## src/rtl/conway_pkg.sv

```systemverilog
// Shared definitions for the Conway board datapath: board RAM geometry,
// requester IDs reported on the arbiter's owner output, and arbiter states.
package conway_pkg;

  localparam int BOARD_ADDR_W = 11;  // 64x32 cells
  localparam int BOARD_DATA_W = 8;   // packed cells per word

  localparam logic [1:0] OWNER_NONE = 2'd0;
  localparam logic [1:0] OWNER_DISP = 2'd1;
  localparam logic [1:0] OWNER_UPD  = 2'd2;
  localparam logic [1:0] OWNER_LD   = 2'd3;

  typedef enum logic {
    ARB    = 1'b0,
    LOCKED = 1'b1
  } arb_state_t;

endpackage

```

## src/rtl/board_mem_arbiter.sv

```systemverilog
// Three-port arbiter in front of the single-port board RAM: display reads
// always win, update engine and loader share the rest with optional locking.
module board_mem_arbiter
  import conway_pkg::*;
#(
  parameter int ADDR_W   = BOARD_ADDR_W,
  parameter int DATA_W   = BOARD_DATA_W,
  parameter int LOCK_MAX = 16
) (
  input  logic              clk,
  input  logic              reset,

  input  logic              disp_req,
  input  logic [ADDR_W-1:0] disp_addr,
  output logic              disp_gnt,
  output logic              disp_rvalid,
  output logic [DATA_W-1:0] disp_rdata,

  input  logic              upd_req,
  input  logic              upd_we,
  input  logic              upd_lock,
  input  logic [ADDR_W-1:0] upd_addr,
  input  logic [DATA_W-1:0] upd_wdata,
  output logic              upd_gnt,
  output logic              upd_rvalid,
  output logic [DATA_W-1:0] upd_rdata,

  input  logic              ld_req,
  input  logic [ADDR_W-1:0] ld_addr,
  input  logic [DATA_W-1:0] ld_wdata,
  output logic              ld_gnt,

  output logic              mem_en,
  output logic              mem_we,
  output logic [ADDR_W-1:0] mem_addr,
  output logic [DATA_W-1:0] mem_wdata,
  input  logic [DATA_W-1:0] mem_rdata,

  output logic [1:0]        owner
);

  localparam int LOCK_W = $clog2(LOCK_MAX + 1);
  localparam logic [LOCK_W-1:0] LOCK_LAST = LOCK_W'(LOCK_MAX - 1);

  arb_state_t        state, state_d;
  logic              rr_ld, rr_ld_d;   // 1: ld wins an upd/ld tie in ARB
  logic [LOCK_W-1:0] lock_cnt, lock_cnt_d;
  logic [1:0]        owner_d;
  logic [DATA_W-1:0] disp_rdata_q, upd_rdata_q;

  // Grant selection. Gating with reset keeps a read issued during reset from
  // ever reaching the RAM, so no stale rvalid can appear afterwards.
  always_comb begin
    // NOTE: every combinational output gets a default first so no path can
    // leave it unassigned and infer a latch.
    disp_gnt = 1'b0;
    upd_gnt  = 1'b0;
    ld_gnt   = 1'b0;
    if (!reset) begin
      if (disp_req) begin
        disp_gnt = 1'b1;
      end else if (state == LOCKED) begin
        if (upd_req)     upd_gnt = 1'b1;
        else if (ld_req) ld_gnt  = 1'b1;
      end else if (upd_req && ld_req) begin
        if (rr_ld) ld_gnt  = 1'b1;
        else       upd_gnt = 1'b1;
      end else if (upd_req) begin
        upd_gnt = 1'b1;
      end else if (ld_req) begin
        ld_gnt = 1'b1;
      end
    end
  end

  always_comb begin
    mem_en    = disp_gnt | upd_gnt | ld_gnt;
    mem_we    = 1'b0;
    mem_addr  = '0;
    mem_wdata = '0;
    owner_d   = OWNER_NONE;
    if (disp_gnt) begin
      mem_addr = disp_addr;
      owner_d  = OWNER_DISP;
    end else if (upd_gnt) begin
      mem_we    = upd_we;
      mem_addr  = upd_addr;
      mem_wdata = upd_wdata;
      owner_d   = OWNER_UPD;
    end else if (ld_gnt) begin
      mem_we    = 1'b1;
      mem_addr  = ld_addr;
      mem_wdata = ld_wdata;
      owner_d   = OWNER_LD;
    end
  end

  // Next state. Display pre-emption produces no upd grant, so it leaves the
  // lock counter and the LOCKED state untouched.
  always_comb begin
    state_d    = state;
    lock_cnt_d = lock_cnt;
    rr_ld_d    = rr_ld;
    if (upd_gnt) rr_ld_d = 1'b1;
    if (ld_gnt)  rr_ld_d = 1'b0;

    if (state == ARB) begin
      if (upd_gnt && upd_lock && LOCK_MAX > 1) begin
        state_d    = LOCKED;
        lock_cnt_d = LOCK_W'(1);
      end
    end else begin
      if (upd_gnt) begin
        if (!upd_lock || lock_cnt >= LOCK_LAST) begin
          state_d    = ARB;
          lock_cnt_d = '0;
        end else begin
          lock_cnt_d = lock_cnt + LOCK_W'(1);
        end
      end else if (!upd_req && !upd_lock) begin
        state_d    = ARB;
        lock_cnt_d = '0;
      end
    end
  end

  always_ff @(posedge clk) begin
    // NOTE: sequential state uses non-blocking assignments so every register
    // samples the pre-edge values regardless of statement order.
    if (reset) begin
      state        <= ARB;
      rr_ld        <= 1'b0;
      lock_cnt     <= '0;
      owner        <= OWNER_NONE;
      disp_rvalid  <= 1'b0;
      upd_rvalid   <= 1'b0;
      disp_rdata_q <= '0;
      upd_rdata_q  <= '0;
    end else begin
      state       <= state_d;
      rr_ld       <= rr_ld_d;
      lock_cnt    <= lock_cnt_d;
      owner       <= owner_d;
      disp_rvalid <= disp_gnt;
      upd_rvalid  <= upd_gnt & ~upd_we;
      if (disp_rvalid) disp_rdata_q <= mem_rdata;
      if (upd_rvalid)  upd_rdata_q  <= mem_rdata;
    end
  end

  // RAM data is only valid during the rvalid cycle; the holding register
  // presents it again afterwards.
  assign disp_rdata = disp_rvalid ? mem_rdata : disp_rdata_q;
  assign upd_rdata  = upd_rvalid  ? mem_rdata : upd_rdata_q;

endmodule

```

## config.mk

```make
export PLATFORM = sky130hd
export DESIGN_NAME = board_mem_arbiter
export DESIGN_NICKNAME = d
export VERILOG_FILES = /design/src/rtl/conway_pkg.sv /design/src/rtl/board_mem_arbiter.sv
export SDC_FILE = /design/constraint.sdc
export NUM_CORES = 1
export LEC_CHECK = 0
export ABC_AREA = 1
export ABC_CLOCK_PERIOD_IN_PS = 2350
export CORE_MARGIN = 2
export CORE_UTILIZATION = 37
export DETAILED_ROUTE_END_ITERATION = 10
export PLACE_DENSITY_LB_ADDON = 0.2
export SLEW_MARGIN = 15
export SYNTH_ARGS = -nofsm -noshare
export SYNTH_HDL_FRONTEND = slang
export SYNTH_SLANG_ARGS = --single-unit
```

## constraint.sdc

```tcl
create_clock -name clk -period 2.35 [get_ports clk]
set_input_delay 0.47 -clock clk [delete_from_list [all_inputs] [get_ports clk]]
set_output_delay 0.47 -clock clk [all_outputs]
set_load 0.01 [all_outputs]
```

# Yosys cells after proc, flatten, opt, wreduce, memory -nomap -nowiden
# Cells that the tools add are included.
[word_totals] ff_bits=27 output_inout_bits=44 word_cells=65
[classes] add_sub_neg=1 n_lt_le_gt_ge=1 eq_ne=1 muxes=39 n_bitwise=4 reduce_logical=10
[ops] op="2-to-1 mux 8 bit" count=5
[ops] op="2-to-1 mux 11 bit" count=3
[ops] op="2-to-1 mux 5 bit" count=5
[ops] op="2-to-1 mux 1 bit" count=24
[ops] op="adder 5 x 1 -> 5 bit, second input constant" count=1
[ops] op="greater-or-equal comparator 5 x 4 -> 1 bit, second input constant" count=1
[ops] op="2-to-1 mux 2 bit" count=2
[ops] op="OR reduction 2 bit" count=2
[ops] op="logical AND 1 bit" count=3
[ops] op="inequality test 3 x 2 -> 1 bit, second input constant" count=1
[ops] op="logical NOT 1 bit" count=2
[ops] op="OR 1 bit" count=2
[ops] op="AND reduction 2 bit" count=1
[ops] op="nonzero test 2 bit" count=1
[ops] op="bitwise AND 1 bit" count=1
[ops] op="logical OR 1 bit" count=1
[ops] op="inverter 1 bit" count=1

# Depth between registers and ports, before layout
# Gate-level depths: netlist of the first run.
[depth] word_depth=9 depth_mapped=10 depth_no_buf=9

# Least setup slack after synthesis of the first run
# OpenSTA, ideal clock, no wires.
[synth_timing] path_type="input port to output port" start="in reset" end="out mem_addr[1]" arrival_time_ns=1.271 path_slack_ns=0.609 stages=7 path_cell_list="buf_6 > clkinv_4 > nand3_4 > nor2_4 > buf_2 > nand2_1 > nand3_1"
[synth_between] elab_cells_between_ends=6 cone_classes="mux: 6"
[synth_lines] element="start: declaration" line="board_mem_arbiter.sv:11" text="input logic reset,"
[synth_lines] element="2-to-1 mux 1 bit" line="board_mem_arbiter.sv:59" text="if (!reset) begin"
[synth_lines] element="via upd_gnt" line="board_mem_arbiter.sv:24" text="output logic upd_gnt,"
[synth_lines] element="2-to-1 mux 11 bit" line="board_mem_arbiter.sv:85" text="end else if (upd_gnt) begin"
[synth_lines] element="2-to-1 mux 11 bit" line="board_mem_arbiter.sv:82" text="if (disp_gnt) begin"
[synth_lines] element="end: declaration" line="board_mem_arbiter.sv:35" text="output logic [ADDR_W-1:0] mem_addr,"
# The timed path passes the listed nets, and every way through them passes these cells.

# Worst setup path in the final report of the first run
[layout_timing] start="reg state" end="out mem_wdata[0]"
[layout_between] elab_chain_len=6 elab_cells_between_ends=9 cone_classes="mux: 9"
[layout_rtl] element="start: declaration" line="board_mem_arbiter.sv:45" text="arb_state_t state, state_d;"
[layout_rtl] element="start signal: assignment" line="board_mem_arbiter.sv:140" text="state <= state_d;"
[layout_rtl] element="2-to-1 mux 1 bit" line="board_mem_arbiter.sv:62" text="end else if (state == LOCKED) begin"
[layout_rtl] element="2-to-1 mux 1 bit" line="board_mem_arbiter.sv:60" text="if (disp_req) begin"
[layout_rtl] element="2-to-1 mux 1 bit" line="board_mem_arbiter.sv:59"
[layout_rtl] element="2-to-1 mux 8 bit" line="board_mem_arbiter.sv:90" text="end else if (ld_gnt) begin"
[layout_rtl] element="2-to-1 mux 8 bit *" line="board_mem_arbiter.sv:85"
[layout_rtl] element="2-to-1 mux 8 bit *" line="board_mem_arbiter.sv:82"
[layout_rtl] element="end: declaration" line="board_mem_arbiter.sv:36" text="output logic [DATA_W-1:0] mem_wdata,"
# Mark *: on every way between the ends. The rest lies on a longest branch, timed or not.

==> impl_metrics.yaml, run 1 <==
outcome:
  status: "completed"
timing:
  final_period_minus_worst_setup_slack_ns: 2.25
  worst_slew_margin_rel: 0.692
  setup_violations: 0
  final_min_period_over_clock_period: 0.957
  tightestPinTransition_ns: 0.461
  timing.fmax_ghz: 0.445
  grt_setup_unrepaired: "false"
  clock_skew_ns: 0.00190
  report.final.slew_viol_count: 0
  finalHoldViolCount: 0
global_route:
  grt.total_usage: 0.198
  first_pass_grt_wire_length_um: 7200
  grt_remaining_overflow: 0
  grt_start_max_net_pins: 25
  grt_pass1_vias: 1769
  grt_antenna_before_repair: 0
finish:
  finalNetCount: 409
  final_area_um2: 2780
  layout-area-overhead-vs-synth_pct: 82.7
  final_core_utilization: 0.699
  n_antenna_cell: 0
  fraction_of_final_layout_cells_with_drive_strength_greater_than_1: 0.178
logic_synthesis:
  synth.net_count: 289
  synth.yosys.warnings: 0
  postSynthRegisterBits: 27
  yosys.cell_types.count: 27
  syn_area_per_cell_um2: 6.82
  sequential_fraction_of_the_synthesis_area: 0.356
  synth_area_um2: 1520
  cells_after_synth: 223
critical_path:
  critical_path_required_ns: 1.88
  crit_path_top_delay_cell: "sky130_fd_sc_hd__dfxtp_1"
  worst_path_largest_cell_delay_ns: 0.52
  worst_ep_arrival_time_ns: 1.78
  crit_path_cell_trace: "inv_2 -> nand3_2 -> a21oi_4 -> buf_12 -> buf_12 -> a22o_1 -> dlygate4sd2_1"
  crit_path_end_kind: "output pin"
  r2r_slack_ns: 0.79
  worst_setup_path_startpoint: "state"
  worst_r2r_path_depth: 9
  timing.rr.start: "lock_cnt[0]"
  setup.worst_path.start_class: "register"
  crit_path_max_fanout: 11
  endpoint: "mem_wdata[0]"
  critical_path_class: "reg2out"
  path_common_cell: "sky130_fd_sc_hd__buf_12"
  crit-reg2reg-capture: "lock_cnt[2]"
worst_hold_path:
  timing.hold.worst.class: "reg2reg"
  timing.hold.worst.start: "upd_rdata_q[3]"
pwr:
  ir_worst_vdd_uv: 246
  netSwitchingPower_uw: 292
  intPower_uw: 795
  power.leakage_uw: 0.00124
  powerDensity_nw_per_um2: 391
  clock_power_share: 0.244
  pwr-share-seq: 0.449
  power.switching_fraction: 0.269
  p_comb_frac: 0.307
clock_tree:
  cts_num_sinks: 27
  number_of_clock_buffers_inserted_by_tritoncts: 3
  cts.htree.levels: 1
  clk_pin_slew_ns: 0.09
  cts_root_buffer: "sky130_fd_sc_hd__clkbuf_8"
  cts_max_path_buffers: 2
  clk_latency_ns: 0.27
  cts_tree: "yes"
routing:
  detail_route.first_pass.iterations: 4
  wl_per_cell_um: 12.0
  detail-route-antenna-nets: 0
  drt-vias-per-instance: 4.70
  drt_iter0_drc: 53
  detailroute.via_count: 1843
  routed_wl_um: 4720
  drcViolationCount: 0
floorplan:
  io-pin-count: 108
  placementRows: 23
  core_um2: 3970
  die-area_um2: 4640
  die_height_um: 68.1
  die_w_um: 68.1
  starting_density: 0.383
placement:
  dp.final_hpwl_um: 3780
  placed_cell_area_um2: 2710
  place_congestion: 0.838
  port-buffer-count: 107
flow_run:
  maxCapViolations: 0
==> flip-flops by register name, summed over array words and instances (netlist names) <==
register	flops
disp_rdata_q	8
upd_rdata_q	8
lock_cnt	5
owner	2
disp_rvalid	1
rr_ld	1
state	1
upd_rvalid	1
==> power by group through the flow <==
stage / logic, uW / clock network [uW] / registers [uW]
finish: 333 / 265 / 488
global route: 364 / 289 / 491
CTS: 336 / 271 / 488
detailed placement: 344 / 0 / 499
global placement: 342 / 0 / 498
floorplan: 126 / 0 / 493
==> logic make-up (layout without fill, tap and decap cells) <==
| kind of cell | count (synthesis) | count (layout) | share of synthesized area |
|---|---|---|---|
| AOI/OAI and AO/OA | 37 | 37 | 0.154 |
| DFF | 27 | 27 | 0.356 |
| buffers and inverters | 23 | 142 | 0.0815 |
| xor gates and xnor gates | 1 | 1 | 0.00576 |
| adders and majority gates | 2 | 2 | 0.0165 |
| and+or+nand+nor | 133 | 133 | 0.387 |
==> stage by stage <==
stage / worst slack (ns) / hold WS, ns / total power (uW) / std cells / TNS (ns)
floorplan: 0.609 / 0.448 / 619 / 223 / 0
global placement: -0.453 / 0.457 / 840 / 385 / -8.79
detailed placement: -0.477 / 0.464 / 842 / 385 / -9.27
CTS: 0.0977 / 0.478 / 1100 / 392 / 0
global route: 0.0228 / 0.488 / 1140 / 392 / 0
finish: 0.101 / 0.474 / 1090 / 392 / 0
==> critical path: cells and delay by family, from the launching register on <==
| family | cells | cell delay (ns) |
|---|---|---|
| buffers and inverters | 4 | 0.65 |
| DFF | 1 | 0.52 |
| AOI/OAI and AO/OA | 2 | 0.23 |
| and+or+nand+nor | 1 | 0.10 |
==> worst min path at each step <==
stage | endpoint | cells past startpoint
floorplan | lock_cnt[4] | 2
global placement | upd_rdata_q[5] | 2
detailed placement | disp_rdata_q[5] | 2
CTS | upd_rdata_q[3] | 2
global route | upd_rdata_q[7] | 2
finish | upd_rdata_q[3] | 2
==> layer usage <==
| metal | GRT usage | vias up | share of wire |
|---|---|---|---|
| met5 | 0 | - | 0 |
| met4 | 0.0525 | 0 | 0.011 |
| met3 | 0.0411 | 5 | 0.059 |
| met2 | 0.374 | 62 | 0.54 |
| met1 | 0.223 | 810 | 0.39 |
| li1 | - | 966 | - |
==> synth_stat cells <==
master                     number  share of area
sky130_fd_sc_hd__nand2_4        1         0.0074
sky130_fd_sc_hd__ha_1           2          0.016
sky130_fd_sc_hd__a31oi_1        1         0.0041
sky130_fd_sc_hd__xor2_1         1         0.0058
sky130_fd_sc_hd__o21ai_0        4          0.013
sky130_fd_sc_hd__buf_4          2         0.0099
sky130_fd_sc_hd__clkbuf_1       4         0.0099
sky130_fd_sc_hd__o211ai_1       1         0.0049
sky130_fd_sc_hd__buf_2          2         0.0066
sky130_fd_sc_hd__buf_6          3          0.022
sky130_fd_sc_hd__a21oi_4        1          0.011
sky130_fd_sc_hd__a21oi_2        1         0.0058
sky130_fd_sc_hd__a22o_1         8          0.046
sky130_fd_sc_hd__inv_1          8          0.020
sky130_fd_sc_hd__nand3_2        3          0.020
sky130_fd_sc_hd__dfxtp_1       27           0.36
sky130_fd_sc_hd__nor2_4         2          0.015
sky130_fd_sc_hd__nand3_1       13          0.043
sky130_fd_sc_hd__a21oi_1       21          0.069
sky130_fd_sc_hd__inv_2          3         0.0074
sky130_fd_sc_hd__nand2_1       94           0.23
sky130_fd_sc_hd__nand3_4        1          0.012
sky130_fd_sc_hd__nand4_1        3          0.012
sky130_fd_sc_hd__nand2_2        3          0.012
sky130_fd_sc_hd__nor2_2         1         0.0041
sky130_fd_sc_hd__clkinv_4       1         0.0058
sky130_fd_sc_hd__nor2_1        12          0.030
==> layout make-up <==
cell class | count | area [um2]
multi-input combinational | 173 | 866
tap | 50 | 62.6
timing repair buffer | 126 | 1210
clock buffer | 3 | 41.3
clock inverter | 1 | 7.51
sequential | 27 | 541
inverter | 12 | 50.0
fill | 345 | 1190
==> timing repair <==
action                     in CTS  in global routing
setup endpoints to repair      24                  0
gates resized for setup        89                  0
hold buffers                    0                  0
buffers inserted                1                  0
==> placed cells by master, fill, tap and decap left out, types with 4 or more instances in the layout <==
| cell type | n |
|---|---|
| sky130_fd_sc_hd__nand2_1 | 94 |
| sky130_fd_sc_hd__clkdlybuf4s50_1 | 80 |
| sky130_fd_sc_hd__dfxtp_1 | 27 |
| sky130_fd_sc_hd__a21oi_1 | 21 |
| sky130_fd_sc_hd__buf_2 | 15 |
| sky130_fd_sc_hd__nand3_1 | 13 |
| sky130_fd_sc_hd__buf_4 | 12 |
| sky130_fd_sc_hd__nor2_1 | 10 |
| sky130_fd_sc_hd__inv_1 | 8 |
| sky130_fd_sc_hd__a22o_1 | 8 |
| sky130_fd_sc_hd__dlygate4sd2_1 | 8 |
| sky130_fd_sc_hd__o21ai_0 | 4 |
| sky130_fd_sc_hd__clkdlybuf4s15_2 | 4 |
Power figures use the tool's default switching activity.
==> run 2, diff against run 1 <==
--- a/config.mk
+++ b/config.mk
@@ -8,8 +8,9 @@
 export ABC_AREA = 1
 export ABC_CLOCK_PERIOD_IN_PS = 2350
 export CORE_MARGIN = 2
-export CORE_UTILIZATION = 37
+export CORE_UTILIZATION = 52
 export DETAILED_ROUTE_END_ITERATION = 10
+export DONT_BUFFER_PORTS = 1
 export PLACE_DENSITY_LB_ADDON = 0.2
 export SLEW_MARGIN = 15
 export SYNTH_ARGS = -nofsm -noshare
==> run 2 against run 1 <==
Global-route usage fell by 0.19 points; flip-flop and latch count stayed put; fmax increased by 1.9%; cell count decreased by 36%; register-to-register slack improved by 0.03 ns; first-iteration DRC count rose by 55%.
==> impl_metrics.yaml, run 2 (same netlist as run 1, synthesis figures left out) <==
outcome:
  status: "completed"
global_route:
  first_pass_grt_wire_length_um: 5180
  grt_start_max_net_pins: 27
  grt_antenna_before_repair: 0
  grt.total_usage: 0.196
  grt_remaining_overflow: 0
  grt_pass1_vias: 1186
timing:
  timing.fmax_ghz: 0.453
  timing.setup.tns_ns: 0
  report.final.slew_viol_count: 0
  tightestPinTransition_ns: 0.858
  final_period_minus_worst_setup_slack_ns: 2.21
  setup_violations: 0
  worst_slew_margin_rel: 0.426
  clock_skew_ns: 0.00876
  finalHoldViolCount: 0
  final_min_period_over_clock_period: 0.939
floorplan:
  die_w_um: 58.1
  io-pin-count: 108
  core_um2: 2760
  die-area_um2: 3370
  starting_density: 0.551
  placementRows: 19
  die_height_um: 58.1
critical_path:
  critical_path_required_ns: 1.88
  setup.worst_path.start_class: "register"
  worst_r2r_path_depth: 9
  crit-reg2reg-capture: "lock_cnt[1]"
  worst_setup_path_startpoint: "state"
  timing.rr.start: "lock_cnt[0]"
  worst_ep_arrival_time_ns: 1.74
  endpoint: "mem_we"
  crit_path_max_fanout: 12
  critical_path_class: "reg2out"
  crit_path_end_kind: "output pin"
  r2r_slack_ns: 0.82
pwr:
  powerDensity_nw_per_um2: 525
  ir_worst_vdd_uv: 331
  power.leakage_uw: 0.000677
finish:
  finalNetCount: 286
  most_common_cell_after_layout_fill_and_taps_aside: "sky130_fd_sc_hd__nand2_1"
  nFillCells: 278
  final_core_utilization: 0.558
  fraction_of_final_layout_cells_with_drive_strength_greater_than_1: 0.105
  most-common-layout-cells: "sky130_fd_sc_hd__nand2_1, sky130_fd_sc_hd__dfxtp_1, sky130_fd_sc_hd__a21oi_1, sky130_fd_sc_hd__nand3_1, sky130_fd_sc_hd__nor2_1"
  n_antenna_cell: 0
  layout_top_registers: "disp_rdata_q x8, upd_rdata_q x8, lock_cnt x5"
  layout-area-overhead-vs-synth_pct: 1.23
clock_tree:
  cts_root_buffer: "sky130_fd_sc_hd__clkbuf_4"
  cts.htree.levels: 1
  number_of_clock_buffers_inserted_by_tritoncts: 3
  cts_num_sinks: 27
  cts_max_path_buffers: 2
  clk_latency_ns: 0.31
  cts_tree: "yes"
  clk_pin_slew_ns: 0.14
flow_run:
  maxCapViolations: 0
routing:
  wl_per_cell_um: 15.4
  drcViolationCount: 0
  drt_iter0_drc: 82
  detail_route.first_pass.iterations: 5
  routed_wl_um: 3860
  detailroute.via_count: 1461
  drt-vias-per-instance: 5.84
  detail-route-antenna-nets: 0
placement:
  dp.final_hpwl_um: 2920
  place_congestion: 0.776
  port-buffer-count: 0
worst_hold_path:
  timing.hold.worst.class: "in2reg"
[run 2: changes by cell type in the layout (fill, tap and decap cells not counted), moves of 2 or more]
cell                              change
sky130_fd_sc_hd__buf_6                -3
sky130_fd_sc_hd__clkdlybuf4s15_2      -4
sky130_fd_sc_hd__clkdlybuf4s50_1     -80
sky130_fd_sc_hd__nor2_1               +2
sky130_fd_sc_hd__buf_2               -15
sky130_fd_sc_hd__buf_12               -2
sky130_fd_sc_hd__dlygate4sd2_1        -8
sky130_fd_sc_hd__buf_4               -11
sky130_fd_sc_hd__clkbuf_8             -3
sky130_fd_sc_hd__buf_16               -2
sky130_fd_sc_hd__clkbuf_4             +3
[run 2: repair_timing]
item	CTS	global route
endpoints found under the setup margin	0	15
hold buffers	0	0
gates resized for setup	0	1
buffers inserted	0	0
[run 2: final cells by class]
type                       instances  area [um2]  share of cell area
multi-input combinational        175         876               0.569
tap                               31        38.8              0.0252
timing repair buffer               1        7.51             0.00488
inverter                          12        50.0              0.0325
sequential                        27         541               0.351
clock buffer                       4        26.3              0.0171
[run 2: power by group]
part | total (uW) | internal [uW] | switching [uW]
Sequential | 490 | 475 | 14.9
Combinational | 130 | 38.0 | 91.7
Clock | 188 | 66.2 | 122
[run 2: through the flow]
step / hold slack (ns) / power, uW / setup WS, ns / instance area (um2) / std cells
floorplan: 0.448 / 619 / 0.609 / 1520 / 223
global placement: 0.450 / 623 / 0.428 / 1490 / 244
detailed placement: 0.455 / 626 / 0.408 / 1490 / 244
CTS: 0.186 / 815 / 0.0773 / 1520 / 248
global route: 0.174 / 853 / -0.00338 / 1540 / 250
finish: 0.202 / 808 / 0.144 / 1540 / 250
[run 2: routing by layer]
layer / routed length, um / global-route usage / up-vias
met2: 2000 / 0.354 / 92
met3: 380 / 0.0424 / 4
met1: 1430 / 0.227 / 650
li1: - / - / 715
met5: 0 / 0 / -
met4: 49 / 0.0698 / 0
[run 2: worst min-delay path by stage]
stage	start	to	cells past startpoint
2_1_floorplan	lock_cnt[4]	lock_cnt[4]	2
6_report	reset	lock_cnt[4]	1
4_1_cts	reset	lock_cnt[4]	1
5_1_grt	reset	lock_cnt[4]	1
3_5_place_dp	upd_rdata_q[0]	upd_rdata_q[0]	2
3_3_place_gp	disp_rdata_q[3]	disp_rdata_q[3]	2
[run 2: critical path, cell delays in order, from the launching register on]
cell                      delay, ns
sky130_fd_sc_hd__dfxtp_1       0.42
sky130_fd_sc_hd__inv_2         0.12
sky130_fd_sc_hd__nand3_2       0.17
sky130_fd_sc_hd__a21oi_4       0.42
sky130_fd_sc_hd__nor2_2        0.09
sky130_fd_sc_hd__nor2_1        0.21
==> run 3, diff against run 2 <==
--- a/config.mk
+++ b/config.mk
@@ -12,7 +12,6 @@
 export DETAILED_ROUTE_END_ITERATION = 10
 export DONT_BUFFER_PORTS = 1
 export PLACE_DENSITY_LB_ADDON = 0.2
-export SLEW_MARGIN = 15
 export SYNTH_ARGS = -nofsm -noshare
 export SYNTH_HDL_FRONTEND = slang
 export SYNTH_SLANG_ARGS = --single-unit
==> results of run 3 <==
The final DEF is identical to that of run 2; final timing and power are the same.
